## config.mk

```make
export PLATFORM = sky130hd
export DESIGN_NAME = byte_state_collector
export DESIGN_NICKNAME = d
export VERILOG_FILES = /design/src/rtl/aes_stream_pkg.sv /design/src/rtl/byte_slot_index.sv /design/src/rtl/byte_state_collector.sv
export SDC_FILE = /design/constraint.sdc
export NUM_CORES = 1
export LEC_CHECK = 0
export BUFFER_PORTS_ARGS = -buffer_cell sky130_fd_sc_hd__buf_4
export CAP_MARGIN = 20
export CORE_ASPECT_RATIO = 0.75
export CORE_UTILIZATION = 45
export DETAILED_ROUTE_END_ITERATION = 6
export HOLD_SLACK_MARGIN = 0.15
export PLACE_DENSITY = 0.7
export SLEW_MARGIN = 20
export SYNTH_ARGS = -nofsm -noshare
export SYNTH_HDL_FRONTEND = slang
export SYNTH_HIERARCHICAL = 1
export SYNTH_SLANG_ARGS = --single-unit
```

## constraint.sdc

```tcl
create_clock -name clk -period 8.21 [get_ports clk]
set_clock_uncertainty 0.05 [all_clocks]
set_input_delay 0.821 -clock clk [delete_from_list [all_inputs] [get_ports clk]]
set_output_delay 0.821 -clock clk [all_outputs]
set_load 0.02 [all_outputs]
```

## src/rtl/aes_stream_pkg.sv

```systemverilog
// Shared definitions for the byte-serial AES datapath: block geometry,
// collector FSM states and byte packing modes.
package aes_stream_pkg;

  localparam int unsigned AES_NB_BYTES = 16;
  localparam int unsigned AES_BYTE_W   = 8;
  localparam int unsigned AES_STATE_W  = AES_NB_BYTES * AES_BYTE_W;

  typedef enum logic [1:0] {
    IDLE    = 2'd0,
    COLLECT = 2'd1,
    HOLD    = 2'd2
  } collector_state_e;

  // Packing modes: column-major keeps stream order, row-major transposes the 4x4 matrix.
  localparam logic PACK_COL = 1'b0;
  localparam logic PACK_ROW = 1'b1;

endpackage

```

## src/rtl/byte_slot_index.sv

```systemverilog
// Maps a stream byte number k to its slot in the assembled state for the
// selected packing mode. Purely combinational; shared with the serializer.
module byte_slot_index
  import aes_stream_pkg::*;
#(
  parameter int unsigned NUM_BYTES = AES_NB_BYTES,
  parameter int unsigned CntW      = $clog2(NUM_BYTES)
) (
  input  logic [CntW-1:0] k_i,
  input  logic            mode_i,
  output logic [CntW-1:0] slot_o
);

  localparam int unsigned Rows = 4;
  localparam int unsigned Cols = NUM_BYTES / Rows;

  logic [31:0] k_w;

  assign k_w = 32'(k_i);

  // Row-major: byte k lands in row (k mod 4), column (k / 4) of the transposed layout.
  always_comb begin
    if (mode_i == PACK_ROW) begin
      slot_o = CntW'((k_w % Rows) * Cols + k_w / Rows);
    end else begin
      slot_o = k_i;
    end
  end

endmodule

```

## src/rtl/byte_state_collector.sv

```systemverilog
// Reassembles a byte stream from the permutation stage into a full AES state
// and offers it downstream on a valid/ready handshake.
// Optional: define BYTE_COLLECT_DBUF_EN to add a shadow buffer that keeps
// collecting while a completed block waits in HOLD.
module byte_state_collector
  import aes_stream_pkg::*;
#(
  parameter int unsigned NUM_BYTES = AES_NB_BYTES,
  parameter int unsigned DATA_W    = AES_BYTE_W
) (
  input  logic                        clk,
  input  logic                        rst,
  input  logic                        en,
  input  logic                        mode,
  input  logic [DATA_W-1:0]           data_in,
  input  logic                        in_valid,
  output logic [NUM_BYTES*DATA_W-1:0] out_state,
  output logic                        out_valid,
  input  logic                        out_ready,
  output logic                        busy,
  output logic                        overflow
);

  localparam int unsigned     StateW  = NUM_BYTES * DATA_W;
  localparam int unsigned     CntW    = $clog2(NUM_BYTES);
  localparam logic [CntW-1:0] LastCnt = CntW'(NUM_BYTES - 1);

  collector_state_e  state_q, state_d;
  logic [CntW-1:0]   cnt_q, cnt_d;
  logic              mode_q, mode_d;
  logic [StateW-1:0] buf_q, buf_d;

  logic [CntW-1:0]   eff_cnt;
  logic              eff_mode;
  logic [CntW-1:0]   slot;
  logic [31:0]       slot_msb;
  logic              handshake;

  assign handshake = (state_q == HOLD) && out_ready;

  // A start strobe outside HOLD restarts the block at byte 0 in the newly requested mode.
  always_comb begin
    eff_cnt  = cnt_q;
    eff_mode = mode_q;
    if (en && (state_q != HOLD)) begin
      eff_cnt  = '0;
      eff_mode = mode;
    end
  end

  byte_slot_index #(
    .NUM_BYTES(NUM_BYTES),
    .CntW     (CntW)
  ) u_slot (
    .k_i   (eff_cnt),
    .mode_i(eff_mode),
    .slot_o(slot)
  );

  assign slot_msb = StateW - 1 - DATA_W * 32'(slot);

`ifdef BYTE_COLLECT_DBUF_EN
  logic              sh_armed_q, sh_armed_d;
  logic              sh_full_q, sh_full_d;
  logic [CntW-1:0]   sh_cnt_q, sh_cnt_d;
  logic              sh_mode_q, sh_mode_d;
  logic [StateW-1:0] sh_buf_q, sh_buf_d;

  logic              sh_nxt_armed, sh_nxt_full, sh_nxt_mode;
  logic [CntW-1:0]   sh_nxt_cnt;
  logic [StateW-1:0] sh_nxt_buf;
  logic              sh_take_en, sh_active, sh_drop, sh_eff_mode;
  logic [CntW-1:0]   sh_eff_cnt, sh_slot;
  logic [31:0]       sh_slot_msb;

  // En in HOLD arms the shadow unless it already holds a finished block.
  always_comb begin
    sh_take_en  = (state_q == HOLD) && en && !sh_full_q;
    sh_active   = sh_armed_q || sh_take_en;
    sh_eff_cnt  = sh_take_en ? '0 : sh_cnt_q;
    sh_eff_mode = sh_take_en ? mode : sh_mode_q;
  end

  byte_slot_index #(
    .NUM_BYTES(NUM_BYTES),
    .CntW     (CntW)
  ) u_sh_slot (
    .k_i   (sh_eff_cnt),
    .mode_i(sh_eff_mode),
    .slot_o(sh_slot)
  );

  assign sh_slot_msb = StateW - 1 - DATA_W * 32'(sh_slot);

  // Shadow collection while HOLD; a handshake hands its contents to the main path.
  always_comb begin
    sh_nxt_armed = sh_armed_q;
    sh_nxt_full  = sh_full_q;
    sh_nxt_cnt   = sh_cnt_q;
    sh_nxt_mode  = sh_mode_q;
    sh_nxt_buf   = sh_buf_q;
    sh_drop      = 1'b0;
    if (state_q == HOLD) begin
      sh_nxt_armed = sh_active;
      sh_nxt_cnt   = sh_eff_cnt;
      sh_nxt_mode  = sh_eff_mode;
      if (in_valid) begin
        if (sh_full_q) begin
          sh_drop = 1'b1;
        end else if (sh_active) begin
          sh_nxt_buf[sh_slot_msb -: DATA_W] = data_in;
          if (sh_eff_cnt == LastCnt) begin
            sh_nxt_full  = 1'b1;
            sh_nxt_armed = 1'b0;
            sh_nxt_cnt   = '0;
          end else begin
            sh_nxt_cnt = sh_eff_cnt + 1'b1;
          end
        end
      end
    end
    sh_armed_d = handshake ? 1'b0 : sh_nxt_armed;
    sh_full_d  = handshake ? 1'b0 : sh_nxt_full;
    sh_cnt_d   = handshake ? '0 : sh_nxt_cnt;
    sh_mode_d  = sh_nxt_mode;
    sh_buf_d   = sh_nxt_buf;
  end

  // Shadow buffer registers.
  always_ff @(posedge clk or negedge rst) begin
    if (!rst) begin
      sh_armed_q <= 1'b0;
      sh_full_q  <= 1'b0;
      sh_cnt_q   <= '0;
      sh_mode_q  <= PACK_COL;
      sh_buf_q   <= '0;
    end else begin
      sh_armed_q <= sh_armed_d;
      sh_full_q  <= sh_full_d;
      sh_cnt_q   <= sh_cnt_d;
      sh_mode_q  <= sh_mode_d;
      sh_buf_q   <= sh_buf_d;
    end
  end
`endif

  // Next state, counter, mode latch and byte placement into the main buffer.
  always_comb begin
    state_d  = state_q;
    cnt_d    = cnt_q;
    mode_d   = mode_q;
    buf_d    = buf_q;
    overflow = 1'b0;
    case (state_q)
      IDLE: begin
        if (en) begin
          state_d = COLLECT;
          cnt_d   = eff_cnt;
          mode_d  = eff_mode;
        end
      end
      COLLECT: begin
        cnt_d  = eff_cnt;
        mode_d = eff_mode;
      end
      HOLD: begin
`ifdef BYTE_COLLECT_DBUF_EN
        overflow = sh_drop;
        if (handshake) begin
          if (sh_nxt_full) begin
            buf_d = sh_nxt_buf;
          end else if (sh_nxt_armed) begin
            buf_d   = sh_nxt_buf;
            cnt_d   = sh_nxt_cnt;
            mode_d  = sh_nxt_mode;
            state_d = COLLECT;
          end else begin
            state_d = IDLE;
            cnt_d   = '0;
          end
        end
`else
        overflow = in_valid;
        if (handshake) begin
          state_d = en ? COLLECT : IDLE;
          cnt_d   = '0;
          if (en) begin
            mode_d = mode;
          end
        end
`endif
      end
      default: state_d = IDLE;
    endcase
    if (in_valid && ((state_q == COLLECT) || ((state_q == IDLE) && en))) begin
      buf_d[slot_msb -: DATA_W] = data_in;
      if (eff_cnt == LastCnt) begin
        state_d = HOLD;
        cnt_d   = '0;
      end else begin
        cnt_d = eff_cnt + 1'b1;
      end
    end
  end

  // Main state, counter, mode latch and assembled block.
  always_ff @(posedge clk or negedge rst) begin
    if (!rst) begin
      state_q <= IDLE;
      cnt_q   <= '0;
      mode_q  <= PACK_COL;
      buf_q   <= '0;
    end else begin
      state_q <= state_d;
      cnt_q   <= cnt_d;
      mode_q  <= mode_d;
      buf_q   <= buf_d;
    end
  end

  assign out_state = buf_q;
  assign out_valid = (state_q == HOLD);
  assign busy      = (state_q == COLLECT);

endmodule

```

==> results.yml, run 1 <==
run_status:
  status: "finished, final reports clean"
yosys:
  synth-seq-cells: 135
  synth_top_area_share_pct: 60.77
  synth_seq_area_share_pct: 60.77
  async_flop_share_pct: 100.0
  yosysUniqueCellTypes: 36
  synth_area_leaders: "dfrtp_1 (61%), mux2_2 (26%), nand3_4 (2.5%)"
  synth_ff_type: "dfrtp_1"
  synth_nets: 370
  synth.largest_area_cell: "dfrtp_1"
  synth.avg_cell_area_um2: 15.66
  synth_edf_count: 0
  netlist_instances: 355
  syn-cell-area_um2: 5559
  synth_warnings: 6
clocking:
  cts_tree: "built"
  clock_path_buffers: 2
  cts_repair_resize_count: 0
  hold_buffers: 0
  cts_sinks: 135
  cts_root_buffer: "clkbuf_16"
  clk_pin_slew_ns: 0.06
  cts-htree-levels: 4
  cts_setup_buffers: 0
  clk_latency_ns: 0.41
  cts_buffers: 17
worst_setup_path:
  path_delay_family: "simple AND/OR/NAND/NOR gates"
  critPathMaxFanout: 14
  ff2ff_setup_slack_ns: 4.78
  crit_slowest_cell: "dfrtp_1"
  crit_required_ns: 8.45
  r2r_start: "state_q[1]$_DFF_PN0_"
  worst_ep_arrival_time_ns: 3.67
  critical_path.max_stage_delay_ns: 0.67
  path_class: "reg2reg"
  crit_top_cell: "mux2_2"
  worst-path-buf-inv: 0
  start_kind: "flop"
  path_cells: "nand2b_1 > nand2_1 > mux2_2 > mux2_2 > nor2b_1 > and4_1 > mux2_2"
  critPathCaptureType: "flop"
  reg2reg_depth: 7
  r2r-end: "out_state[10]$_DFFE_PN0P_"
sta:
  tightestPinTransition_ns: 0.9579
  hold_viol: 0
  setup_violations: 0
  postLayoutSetupSlackWorst_ns: 4.785
  max_freq_ghz: 0.2920
  relSlewSlack_pct: 36.14
  finalSetupTns_ns: 0
  post-route-min-period_ns: 3.425
  final_max_slew_viol_count: 0
  rsz0062_at_grt: "no"
  fin_hold_ws_ns: 0.2966
  finalCritPeriodShare_pct: 41.72
layout:
  layout.cells.non_filler: 679
  area_growth_pct: 32.77
  fin_nets: 519
  n_antenna_cell: 0
  layout.cell_area.non_filler_um2: 7381
  fillCellCount: 950
  layout-drive-gt1-share_pct: 63.25
power:
  cellPowerDensity_nw_per_um2: 287.8
  power_leakage_nw: 3.748
  ir_drop_uv: 177.0
hold_path:
  hold_class: "in2async"
global_routing:
  antenna_found_initial: 0
  grt_pass1_wl_um: 20910
  gr-total-overflow: 0
  grt_max_degree: 78
  grt_usage_pct: 22.11
  grt_pass1_vias: 3706
route:
  ant_nets: 0
  firstDrtPassIters: 4
  remaining_drc_errors: 0
  vias: 3497
  routed_wl_um: 13040
  first_iter_violations: 180
  vias_per_cell: 5.150
  wl_per_cell_um: 19.20
floorplanning:
  core.rowCount: 34
  core_um2: 11830
  pin_count: 145
  die_w_um: 130.3
  start_util_pct: 47.01
  die_h_um: 98.26
  dieArea_um2: 12810
placement:
  placed_area_um2: 6769
  numPortBuffers: 144
  gp_congestion: 0.8034
  dp_cells: 647
  hpwl_um: 8926
  dp_slack_ns: 4.826
job:
  drv_cap: 0
worst register-to-register path: stages, from the launching register on:
cell      delay, ns
dfrtp_1        0.67
nand2b_1       0.26
nand2_1        0.19
mux2_2         0.40
mux2_2         0.35
nor2b_1        0.47
and4_1         0.52
mux2_2         0.40
flip-flops by register name (all words and copies together), names as in the netlist:
register   flops
cnt_q          4
mode_q         1
out_state    128
state_q        2
cell type report:
type / instances / area (um2) / area share, %
clock buffer: 18 / 439.2 / 5.950
clock inverter: 14 / 172.7 / 2.339
inverter: 3 / 11.26 / 0.1526
multi-input combinational: 201 / 2077 / 28.14
sequential: 135 / 3378 / 45.77
tap: 162 / 202.7 / 2.746
timing repair buffer: 146 / 1100 / 14.90
layer usage:
layer	vias to the layer above	GRT usage [%]	part of all wire, %
li1	1576	-	-
met1	1794	29.57	45
met2	117	32.98	46
met3	10	9.863	8.6
met4	0	5.217	0.48
met5	-	0	0
metrics by stage:
step                utilization, %  total power [mW]
floorplan                        -             1.116
global placement             57.24             1.348
detailed placement           57.24             1.362
CTS                          62.41             2.147
global route                 62.41             2.219
finish                       62.41             2.124
synthesized netlist by cell type, drive strengths merged, types with 2 or more instances:
cell	n
a21oi	4
a22oi	2
and2	3
and2b	3
and4	4
buf	6
clkbuf	10
dfrtp	135
inv	3
mux2	134
nand2	8
nand2b	4
nand3	11
nand4	3
nor2	7
nor2b	2
o21ai	5
layout by cell type (no fill, tap or decap), drive strengths merged:
| cell | instances |
|---|---|
| and3b | 1 |
| buf | 146 |
| a32oi | 1 |
| inv | 6 |
| and2 | 3 |
| o211ai | 1 |
| o21ai | 5 |
| nand4 | 3 |
| nor3 | 1 |
| nor4 | 1 |
| and2b | 3 |
| a22oi | 2 |
| nor2b | 2 |
| ha | 1 |
| nand2 | 8 |
| clkinv | 3 |
| nand2b | 4 |
| or3 | 1 |
| and4 | 4 |
| bufinv | 3 |
| a221oi | 1 |
| clkinvlp | 5 |
| nand3 | 11 |
| dfrtp | 135 |
| nor2 | 7 |
| xnor2 | 1 |
| a21oi | 4 |
| nand4b | 1 |
| o22ai | 1 |
| clkbuf | 18 |
| mux2 | 134 |
cell families after synthesis:
logic type / synth area share [%]
fa+ha+maj: 0.2250
flops: 60.77
compound gates: 1.643
mux: 27.68
simple gates: 7.653
buf+inv: 1.868
xor+xnor: 0.1576
worst max path at each step:
| stage | start | cells after the start | endpoint | slack (ns) |
|---|---|---|---|---|
| detailed placement | en | 7 | out_state[10]$_DFFE_PN0P_ | 4.83 |
| global route | state_q[1]$_DFF_PN0_ | 7 | out_state[10]$_DFFE_PN0P_ | 4.65 |
| global placement | en | 7 | out_state[8]$_DFFE_PN0P_ | 4.96 |
| floorplan | en | 8 | out_state[10]$_DFFE_PN0P_ | 5.09 |
| CTS | state_q[1]$_DFF_PN0_ | 7 | out_state[10]$_DFFE_PN0P_ | 4.80 |
| finish | state_q[1]$_DFF_PN0_ | 7 | out_state[10]$_DFFE_PN0P_ | 4.78 |
where the power goes:
group	internal (mW)	switching [mW]	total, mW
logic	0.236	0.268	0.504
registers	0.780	0.0629	0.843
clock network	0.487	0.290	0.777
total	1.50	0.621	2.12
Power figures use the tool's default switching activity.
==> run 2, diff against run 1 <==
==> constraint.sdc (replaced) <==
create_clock -name clk -period 3.2 [get_ports clk]
set_clock_uncertainty 0.05 [all_clocks]
set_input_delay 0.32 -clock clk [delete_from_list [all_inputs] [get_ports clk]]
set_output_delay 0.32 -clock clk [all_outputs]
set_load 0.02 [all_outputs]
==> results.yml, run 2 (same netlist as run 1, synthesis figures left out) <==
run_status:
  status: "finished, final reports clean"
power:
  pwr-share-seq_pct: 39.4
  pwr-share-clk_pct: 37.1
  combPwrFrac_pct: 23.5
  power_leakage_nw: 3.822
  cellInternalPower_mw: 3.947
  switching_share_pct: 28.49
  power.switching_mw: 1.572
  power.total_mw: 5.519
  ir_drop_uv: 427.3
  cellPowerDensity_nw_per_um2: 736.4
global_routing:
  antenna_found_initial: 0
  grt_max_degree: 76
  grt_usage_pct: 23.08
  grt_pass1_vias: 3716
  grt_pass1_wl_um: 21380
  gr-total-overflow: 0
job:
  drv_cap: 0
route:
  top_layer: "met4"
  vias_per_cell: 5.123
  routed_wl_um: 13420
  m1WireLength_um: 6073
  remaining_drc_errors: 0
  ant_nets: 0
  first_iter_violations: 130
  wl_per_cell_um: 19.45
  wl_met3_um: 1122
  firstDrtPassIters: 4
  wl_met2_um: 6076
  vias: 3535
clocking:
  clk_pin_slew_ns: 0.05
  hold_buffers: 3
  cts_setup_buffers: 0
  cts_buffers: 17
  cts-htree-levels: 4
  cts_repair_resize_count: 0
  clk_latency_ns: 0.41
  cts_tree: "built"
  cts_root_buffer: "clkbuf_16"
  cts_sinks: 135
  clock_path_buffers: 2
worst_setup_path:
  critPathMaxFanout: 10
  crit_required_ns: 3.44
  critPathCaptureType: "flop"
  path_class: "reg2reg"
  start_kind: "flop"
  worst_ep_arrival_time_ns: 3.12
floorplanning:
  dieArea_um2: 12810
  die_h_um: 98.26
  start_util_pct: 47.01
  die_w_um: 130.3
  pin_count: 145
  core_um2: 11830
  core.rowCount: 34
sta:
  fin_hold_ws_ns: 0.2172
  tightestPinTransition_ns: 0.5601
  rsz0062_at_grt: "no"
  finalSetupTns_ns: 0
  hold_viol: 0
  final_max_slew_viol_count: 0
  setup_violations: 0
  finalCritPeriodShare_pct: 90.10
  postLayoutSetupSlackWorst_ns: 0.3170
  relSlewSlack_pct: 62.66
  post-route-min-period_ns: 2.883
  max_freq_ghz: 0.3469
layout:
  multi_input_area_um2: 2077
  largest_reg_flops: 128
  layout_common_cells: "buf_4 (152), dfrtp_1 (135), mux2_2 (126), clkbuf_16 (17)"
  seq_area_um2: 3378
  layout_commonest_cell: "buf_4"
  fin_util_pct: 63.37
  fillCellCount: 902
  layout-drive-gt1-share_pct: 62.88
  n_antenna_cell: 0
  fin_nets: 530
  area_growth_pct: 34.82
placement:
  dp_slack_ns: 0.3452
  gp_congestion: 0.7938
  numPortBuffers: 144
  hpwl_um: 9208
hold_path:
  hold_class: "in2reg"
[run 2: cell types whose count changed in the layout (fill, tap and decap cells not counted)]
cell and change:
buf_4 +7, clkinvlp_4 -4, clkbuf_1 +3, dlygate4sd3_1 +3, clkinv_4 +2, inv_6 -2, buf_12 +1, bufinv_16 +1
[run 2: final cells by class]
class / count / share of cell area, %
multi-input cells: 201 / 27.71
repair buffers: 157 / 16.04
well taps: 162 / 2.705
clock inverters: 11 / 2.304
clock buffers: 21 / 6.010
flip-flops and latches: 135 / 45.08
inverters: 3 / 0.1503
[run 2: worst max-delay path, cell delays in order, from the launching register on]
cell,delay (ns)
dfrtp_1,0.48
nand2b_1,0.26
nand2_1,0.15
mux2_2,0.39
mux2_2,0.34
and2b_1,0.22
and4_1,0.47
mux2_2,0.39
[run 2: layer usage]
metal / track usage [%] / vias up
met5: 0 / -
met2: 33.88 / 119
met1: 30.97 / 1795
li1: - / 1602
met3: 9.589 / 19
met4: 7.604 / 0
[run 2: metrics by stage]
step	instances	cell area (um2)
6_report	690	7495
5_1_grt	690	7495
4_1_cts	690	7495
3_5_place_dp	655	6842
3_3_place_gp	655	6842
2_1_floorplan	355	5559
[run 2: worst paths after layout]
kind / from / end / slack [ns] / cells after the start
setup / recovery: state_q[0]$_DFF_PN0_ / out_state[38]$_DFFE_PN0P_ / 0.32 / 7
hold / removal: in_valid / cnt_q[0]$_DFFE_PN0P_ / 0.22 / 3
setup reg to reg: state_q[0]$_DFF_PN0_ / out_state[38]$_DFFE_PN0P_ / 0.32 / 7
hold reg to reg: out_state[36]$_DFFE_PN0P_ / out_state[36]$_DFFE_PN0P_ / 0.46 / 1
max in group asynchronous: rst / out_state[103]$_DFFE_PN0P_ / 1.88 / 3
min in group asynchronous: rst / out_state[96]$_DFFE_PN0P_ / 0.39 / 2
[run 2: power groups by stage]
stage                     Clock (mW)  Combinational, mW  Sequential, mW
after global routing            2.18               1.38            2.21
after CTS                       2.08               1.32            2.18
after global placement             0               1.29            2.18
final                           2.05               1.30            2.17
after floorplan                    0              0.334            2.53
after detailed placement           0               1.31            2.20
==> run 3, diff against run 2 <==
--- a/config.mk
+++ b/config.mk
@@ -8,10 +8,11 @@
 export BUFFER_PORTS_ARGS = -buffer_cell sky130_fd_sc_hd__buf_4
 export CAP_MARGIN = 20
 export CORE_ASPECT_RATIO = 0.75
-export CORE_UTILIZATION = 45
+export CORE_UTILIZATION = 53
 export DETAILED_ROUTE_END_ITERATION = 6
 export HOLD_SLACK_MARGIN = 0.15
-export PLACE_DENSITY = 0.7
+export PLACE_DENSITY = 0.8
+export SKIP_CTS_REPAIR_TIMING = 1
 export SLEW_MARGIN = 20
 export SYNTH_ARGS = -nofsm -noshare
 export SYNTH_HDL_FRONTEND = slang
==> results.yml, run 3 (same netlist as run 1, synthesis figures left out) <==
sta:
  max_freq_ghz: 0.3412
  fin_hold_ws_ns: 0.1925
  tightestPinTransition_ns: 0.7318
  post-route-min-period_ns: 2.931
  finalSetupTns_ns: 0
  relSlewSlack_pct: 51.21
  setup_violations: 0
  rsz0062_at_grt: "no"
  finalCritPeriodShare_pct: 91.59
  final_max_slew_viol_count: 0
  hold_viol: 0
worst_setup_path:
  critical_path.max_stage_delay_ns: 0.53
  crit_top_cell: "mux2_2"
  path_class: "reg2reg"
  r2r-end: "out_state[12]$_DFFE_PN0P_"
  path_cells: "nand2b_1 > nand2_1 > mux2_2 > mux2_2 > nor2b_1 > and4_1 > mux2_2"
  worst_ep_arrival_time_ns: 3.17
  reg2reg_depth: 7
  start_kind: "flop"
  critPathCaptureType: "flop"
  ff2ff_setup_slack_ns: 0.27
  crit_slowest_cell: "and4_1"
  critPathMaxFanout: 10
  crit_required_ns: 3.43
  r2r_start: "state_q[0]$_DFF_PN0_"
route:
  first_iter_violations: 314
  firstDrtPassIters: 4
  routed_wl_um: 13030
  vias: 3543
  vias_per_cell: 5.409
  wl_per_cell_um: 19.89
  ant_nets: 0
  remaining_drc_errors: 0
floorplanning:
  pin_count: 145
  die_w_um: 120.3
  core.rowCount: 31
  die_h_um: 90.70
  start_util_pct: 55.99
  dieArea_um2: 10910
  core_um2: 9930
clocking:
  cts_tree: "built"
  cts_root_buffer: "clkbuf_16"
  clk_latency_ns: 0.40
  clock_path_buffers: 2
  clk_pin_slew_ns: 0.06
  cts-htree-levels: 4
  cts_sinks: 135
  cts_buffers: 17
power:
  combPwrFrac_pct: 24.7
  cellInternalPower_mw: 3.806
  power.switching_mw: 1.511
  switching_share_pct: 28.42
  cellPowerDensity_nw_per_um2: 720.5
  power_leakage_nw: 3.786
  pwr-share-seq_pct: 40.9
  pwr-share-clk_pct: 34.4
  ir_drop_uv: 526.2
layout:
  layout-drive-gt1-share_pct: 62.52
  n_antenna_cell: 0
  largest_reg_flops: 128
  layout_common_cells: "buf_4 (153), dfrtp_1 (135), mux2_2 (126), clkbuf_16 (17)"
  area_growth_pct: 32.77
  layout_commonest_cell: "buf_4"
  fin_nets: 530
  layout.cells.non_filler: 655
global_routing:
  grt_usage_pct: 25.76
  grt_pass1_wl_um: 20980
  antenna_found_initial: 0
  grt_pass1_vias: 3833
  gr-total-overflow: 0
  grt_max_degree: 61
hold_path:
  whs_path_depth: 3
  min_to: "cnt_q[0]$_DFFE_PN0P_"
  hold_class: "in2reg"
  min_from: "in_valid"
run_status:
  status: "finished, final reports clean"
placement:
  gp_congestion: 0.8238
  numPortBuffers: 144
  dp_cells: 625
  hpwl_um: 9024
job:
  drv_cap: 0
[run 3: area by class of cell]
| class | instances | area (um2) |
|---|---|---|
| flip-flops and latches | 135 | 3378 |
| multi-input cells | 201 | 2077 |
| fillers | 651 | 2549 |
| repair buffers | 157 | 1199 |
| clock buffers | 23 | 478.0 |
| inverters | 3 | 11.26 |
| clock inverters | 4 | 72.57 |
| well taps | 132 | 165.2 |
[run 3: worst max-delay path by stage]
| stage | start | end | slack [ns] | depth (start not counted) |
|---|---|---|---|---|
| 2_1_floorplan | state_q[0]$_DFF_PN0_ | out_state[10]$_DFFE_PN0P_ | 0.42 | 9 |
| 3_3_place_gp | state_q[0]$_DFF_PN0_ | out_state[11]$_DFFE_PN0P_ | 0.48 | 7 |
| 3_5_place_dp | state_q[0]$_DFF_PN0_ | out_state[12]$_DFFE_PN0P_ | 0.35 | 7 |
| 4_1_cts | state_q[0]$_DFF_PN0_ | out_state[12]$_DFFE_PN0P_ | 0.27 | 7 |
| 5_1_grt | state_q[0]$_DFF_PN0_ | out_state[12]$_DFFE_PN0P_ | 0.18 | 7 |
| 6_report | state_q[0]$_DFF_PN0_ | out_state[12]$_DFFE_PN0P_ | 0.27 | 7 |
[run 3: power by group through the flow]
stage | combinational, mW | sequential (mW) | clock, mW
3_5_place_dp | 1.32 | 2.20 | 0
4_1_cts | 1.32 | 2.18 | 1.86
2_1_floorplan | 0.334 | 2.53 | 0
6_report | 1.31 | 2.17 | 1.83
5_1_grt | 1.39 | 2.21 | 1.92
3_3_place_gp | 1.29 | 2.18 | 0
[run 3: per-stage QoR]
| stage | total power, mW | setup WS (ns) | cell area [um2] | util, % |
|---|---|---|---|---|
| 2_1_floorplan | 2.862 | 0.4236 | 5559 | - |
| 3_3_place_gp | 3.470 | 0.4792 | 6800 | 68.49 |
| 3_5_place_dp | 3.514 | 0.3470 | 6800 | 68.49 |
| 4_1_cts | 5.360 | 0.2713 | 7351 | 74.03 |
| 5_1_grt | 5.524 | 0.1771 | 7381 | 74.33 |
| 6_report | 5.318 | 0.2690 | 7381 | 74.33 |
[run 3: per-layer routing]
metal | global-route usage (%) | vias up | share of wire (%)
met5 | 0 | - | 0
met4 | 6.481 | 0 | 0.55
met3 | 9.975 | 6 | 7.7
met2 | 40.71 | 125 | 49
met1 | 33.39 | 1829 | 43
li1 | - | 1583 | -
[run 3: worst max-delay path, delay by kind of cell, from the launching register on]
family           cells  cell delay, ns
muxes                3            1.15
and+or+nand+nor      4            1.15
DFF                  1            0.47
